--- src/rtl/serial_link_pkg.sv ---
// Shared link-layer constants and types for the serial link credit logic.
package serial_link_pkg;

  localparam int unsigned NumCredits = 8;

  // Wide enough to hold the full budget NumCredits, not just NumCredits-1.
  typedef logic [$clog2(NumCredits):0] credit_t;

endpackage

--- src/rtl/fifo_v3.sv ---
// Register-based FIFO, non-fall-through: a pushed word is visible at data_o the next cycle.
module fifo_v3 #(
  parameter int unsigned DATA_WIDTH = 32,
  parameter int unsigned DEPTH      = 8
) (
  input  logic                  clk_i,
  input  logic                  rst_ni,
  input  logic                  flush_i,
  output logic                  full_o,
  output logic                  empty_o,
  input  logic [DATA_WIDTH-1:0] data_i,
  input  logic                  push_i,
  output logic [DATA_WIDTH-1:0] data_o,
  input  logic                  pop_i
);

  localparam int unsigned AddrDepth = (DEPTH > 1) ? $clog2(DEPTH) : 1;

  logic [AddrDepth-1:0]  readPointerQ, readPointerD;
  logic [AddrDepth-1:0]  writePointerQ, writePointerD;
  logic [AddrDepth:0]    statusCntQ, statusCntD;
  logic [DATA_WIDTH-1:0] memQ [DEPTH];
  logic                  pushOk, popOk;

  assign full_o  = (statusCntQ == (AddrDepth + 1)'(DEPTH));
  assign empty_o = (statusCntQ == '0);
  assign pushOk  = push_i & ~full_o;
  assign popOk   = pop_i & ~empty_o;
  assign data_o  = memQ[readPointerQ];

  always_comb begin
    readPointerD  = readPointerQ;
    writePointerD = writePointerQ;
    statusCntD    = statusCntQ;
    if (pushOk) begin
      writePointerD = (writePointerQ == AddrDepth'(DEPTH - 1)) ? '0 : writePointerQ + 1'b1;
    end
    if (popOk) begin
      readPointerD = (readPointerQ == AddrDepth'(DEPTH - 1)) ? '0 : readPointerQ + 1'b1;
    end
    unique case ({pushOk, popOk})
      2'b10:   statusCntD = statusCntQ + 1'b1;
      2'b01:   statusCntD = statusCntQ - 1'b1;
      default: statusCntD = statusCntQ;
    endcase
    if (flush_i) begin
      readPointerD  = '0;
      writePointerD = '0;
      statusCntD    = '0;
    end
  end

  always_ff @(posedge clk_i or negedge rst_ni) begin
    if (!rst_ni) begin
      readPointerQ  <= '0;
      writePointerQ <= '0;
      statusCntQ    <= '0;
      for (int i = 0; i < int'(DEPTH); i++) memQ[i] <= '0;
    end else begin
      readPointerQ  <= readPointerD;
      writePointerQ <= writePointerD;
      statusCntQ    <= statusCntD;
      if (pushOk) memQ[writePointerQ] <= data_i;
    end
  end

endmodule

--- src/rtl/serial_link_credit_rx.sv ---
// Receive side of the credit-based serial link: flit buffer plus pending-credit bookkeeping
// that tells the local transmitter how many credits to hand back to the peer.
module serial_link_credit_rx
  import serial_link_pkg::credit_t;
#(
  parameter int unsigned DataWidth       = 64,
  parameter int unsigned NumCredits      = serial_link_pkg::NumCredits,
  parameter int unsigned ForceSendThresh = NumCredits - 1
) (
  input  logic                 clk_i,
  input  logic                 rst_ni,
  input  logic [DataWidth-1:0] data_in_i,
  input  logic                 data_in_valid_i,
  output logic [DataWidth-1:0] data_out_o,
  output logic                 data_out_valid_o,
  input  logic                 data_out_ready_i,
  output credit_t              credits_to_send_o,
  input  logic                 credits_sent_i,
  output logic                 force_send_o,
  output logic                 overflow_o
);

  logic    fifoFull, fifoEmpty;
  logic    pushEn, popEn;
  credit_t creditCntQ, creditCntD;
  logic    overflowQ, overflowD;

  // A full buffer drops the flit even if a pop happens in the same cycle.
  assign pushEn = data_in_valid_i & ~fifoFull;
  assign popEn  = data_out_ready_i & ~fifoEmpty;

  fifo_v3 #(
    .DATA_WIDTH (DataWidth),
    .DEPTH      (NumCredits)
  ) u_fifo (
    .clk_i   (clk_i),
    .rst_ni  (rst_ni),
    .flush_i (1'b0),
    .full_o  (fifoFull),
    .empty_o (fifoEmpty),
    .data_i  (data_in_i),
    .push_i  (pushEn),
    .data_o  (data_out_o),
    .pop_i   (popEn)
  );

  always_comb begin
    creditCntD = creditCntQ;
    overflowD  = overflowQ | (data_in_valid_i & fifoFull);
    // The credit freed by a coincident pop survives the handover to the transmitter.
    if (credits_sent_i) begin
      creditCntD = popEn ? credit_t'(1) : '0;
    end else if (popEn && (creditCntQ < credit_t'(NumCredits))) begin
      creditCntD = creditCntQ + 1'b1;
    end
  end

  always_ff @(posedge clk_i or negedge rst_ni) begin
    if (!rst_ni) begin
      creditCntQ <= '0;
      overflowQ  <= 1'b0;
    end else begin
      creditCntQ <= creditCntD;
      overflowQ  <= overflowD;
    end
  end

  assign data_out_valid_o  = ~fifoEmpty;
  assign credits_to_send_o = creditCntQ;
  assign force_send_o      = (creditCntQ >= credit_t'(ForceSendThresh));
  assign overflow_o        = overflowQ;

`ifndef SYNTHESIS
  a_credit_bound : assert property (@(posedge clk_i) disable iff (!rst_ni)
    creditCntQ <= credit_t'(NumCredits));
`endif

endmodule
--- config.mk ---
export PLATFORM = sky130hd
export DESIGN_NAME = serial_link_credit_rx
export DESIGN_NICKNAME = d
export VERILOG_FILES = /design/src/rtl/serial_link_pkg.sv /design/src/rtl/fifo_v3.sv /design/src/rtl/serial_link_credit_rx.sv
export SDC_FILE = /design/constraint.sdc
export NUM_CORES = 1
export LEC_CHECK = 0
export BUFFER_PORTS_ARGS = -buffer_cell sky130_fd_sc_hd__buf_2
export CORE_UTILIZATION = 45
export DETAILED_ROUTE_END_ITERATION = 8
export SYNTH_ARGS = -nofsm -noshare
export SYNTH_HDL_FRONTEND = slang
export SYNTH_SLANG_ARGS = --single-unit
--- constraint.sdc ---
create_clock -name clk_i -period 6.11 [get_ports clk_i]
set_input_delay 0 -clock clk_i [delete_from_list [all_inputs] [get_ports clk_i]]
set_output_delay 0 -clock clk_i [all_outputs]
set_load 0.05 [all_outputs]
==> qor.csv <==
metric,value,unit
finalWirelength,51700,um
skew,14.3,ps
grt_pass1_vias,14300,
power.total,17.2,mW
syn_nets,1472,
grt_use_total,0.203,
synth_top_area_frac,0.557,
io_pins,140,
gr-total-overflow,0,
preCtsSetupSlack,2470,ps
hp-class,input port to asynchronous set/reset pin,
crit_path_max_fanout,42,
synth_edf_count,0,
r2r_cells,6,
powerDensity,626,nW/um^2
p_sw,6.25,mW
grt_max_degree,137,
pwr-share-seq,0.362,
outcome,"complete, no violations",
htree_levels,2,
fillers,4219,
use_met3,0.0337,
arrival,4020,ps
end_kind,register,
ir_worst_vdd,507,uV
layout_setup_ws,2570,ps
finalMaxSlewViolations,0,
clock_power_share,0.199,
avgViaCountPerCell,5.51,
ys_warn_count,0,
setup.worst_path.start_class,register,
drive_gt1_frac,0.571,
yosysUniqueCellTypes,36,
swShare,0.364,
rsz0062_at_grt,no,
initial_core_util,0.459,
final_nets,1669,
synth-seq-cells,527,
areaGrowthSynthToFinish,16.1,%
clockBufferDepth,3,
leakagePower,11.8,nW
reg2reg_from,u_fifo.statusCntQ[3],
clkTransAtPathRegs,60,ps
ys_top_cells_by_area,"dfrtp_1 56%, mux2_2 26%, mux4_2 12%",
place_hpwl,28100,um
crit_start,u_fifo.statusCntQ[3],
intPower,10.9,mW
avgSynthCellArea,17.0,sq um
routabilityCongestion,0.705,
grt.busiest_layer,met2,
post_cts_buffers,0,
yosysSeqAreaShare,0.557,
die_area,53500,sq um
cts_buffers,57,
max-slew-margin-rel,0.308,
endpoint,u_fifo.memQ[328],
synth_cells,1395,
ant_nets,0,
clock-sinks,527,
met2_usage,0.330,
synth_commonest_cells,"547 x mux2_2, 527 x dfrtp_1, 128 x mux4_2, 30 x mux2_1, 29 x buf_2",
num_rows,83,
synth_area,23700,sq um
vias,12800,
worstPathRequired,6590,ps
cts_tree,yes,
ff2ff_setup_slack,2570,ps
synth.most_common_cell,mux2_2,
drt_first_pass_iters,4,
drc_errors,0,
maxCapViolCount,0,
clock_latency,600,ps
fin_crit_sh,0.579,
final_util,0.533,
use_met1,0.283,
drt_iter0_markers,479,
grt_pass1_wl,83700,um
antenna_found_initial,2,
setup_viol,0,
async_flop_share,1.00,
path_class,register to register,
fin_crit,3540,ps
worst_slew_pin_slew,1040,ps
io_buffers,139,
fmax,283,MHz
die_x,231,um
die_h,231,um
combPwrFrac,0.440,
hold_viol,0,
synth_top_area_cell,dfrtp_1,
worstReg2RegEnd,u_fifo.memQ[328],
wire_per_inst,22.3,um
design.core.area,51600,sq um
cts_root_buf,clkbuf_16,
setup_tns,0,ps
synthFlopType,dfrtp_1,
==> state kept, by name, indices dropped and copies added, names as in the netlist <==
signal,count
u_fifo.readPointerQ,3
overflow_o,1
u_fifo.statusCntQ,4
u_fifo.memQ,512
credits_to_send_o,4
u_fifo.writePointerQ,3
==> power groups by stage <==
stage	registers, mW	logic, mW	clock network (mW)
after floorplan	5.81	6.38	0
after global placement	6.19	7.52	0
after detailed placement	6.27	7.65	0
after CTS	6.22	7.71	3.52
after global routing	6.45	8.07	3.66
final	6.22	7.56	3.42
==> kinds of logic (layout without fill, tap and decap cells) <==
kind of cell / count (synthesis) / in the layout / synth area share
AO/OA/AOI/OAI: 14 / 14 / 0.00391
XOR/XNOR: 6 / 6 / 0.00222
adder cells (fa/ha/maj): 8 / 8 / 0.00423
buffers and inverters: 96 / 338 / 0.0262
flip-flops: 527 / 527 / 0.557
multiplexers: 705 / 705 / 0.396
other: 0 / 1 / 0
AND/OR/NAND/NOR: 39 / 39 / 0.0105
==> timing repair <==
| item | CTS | global route |
|---|---|---|
| gates resized for setup | 0 | 0 |
| hold buffers | 69 | 0 |
| endpoints found under the hold margin | 613 | 0 |
| endpoints found under the setup margin | 0 | 0 |
==> layout by cell type, fill, tap and decap left out, drive strengths merged, types with 2 or more instances in the layout <==
cell         count
a21oi            3
mux4           128
inv              3
bufinv           2
buf            163
nor3             3
nor2             6
nor2b            3
clkinv           5
nor4b            3
ha               8
a21o             4
clkinvlp         2
nand4b           2
dfrtp          527
nand2           14
clkbuf          94
dlygate4sd3     69
o21ai            3
xor2             4
mux2           577
xnor2            2
==> area by class of cell <==
type	instances	area, sq um	share of cell area
Antenna cell	1	2.50	0.0000910
Clock buffer	94	1770	0.0643
Clock inverter	10	109	0.00396
Inverter	2	10.0	0.000364
Multi-Input combinational cell	772	9910	0.360
Sequential cell	527	13200	0.480
Tap cell	680	851	0.0310
Timing Repair Buffer	232	1640	0.0596
==> worst min-delay path by stage <==
stage / from / endpoint / slack [ps]
final: rst_ni / u_fifo.memQ[483] / 4
after global routing: rst_ni / u_fifo.memQ[483] / 60
after floorplan: rst_ni / credits_to_send_o[0] / -300
after CTS: rst_ni / u_fifo.memQ[483] / 30
after detailed placement: rst_ni / u_fifo.memQ[483] / 90
after global placement: rst_ni / u_fifo.memQ[483] / 80
==> per-stage QoR <==
step                hold WS [ps]  cell area, sq um  instances
detailed placement          85.4             24900       2144
floorplan                   -296             23700       1395
global placement            82.0             24900       2144
CTS                         30.5             27500       2317
global route                62.3             27500       2318
finish                      4.09             27500       2318
==> critical path, cell delays in order, from the launching register on <==
cell and delay, ps:
dfrtp_1 400, nor4b_2 180, nor2b_1 680, inv_4 170, nor4b_4 760, buf_4 770, mux2_2 410
==> routing by layer <==
layer	routed length [um]	up-vias
met4	967	2
met1	23800	6856
met3	1840	73
li1	-	5640
met5	10	-
met2	25100	196
Note: power is estimated with default switching activity, not from simulation.
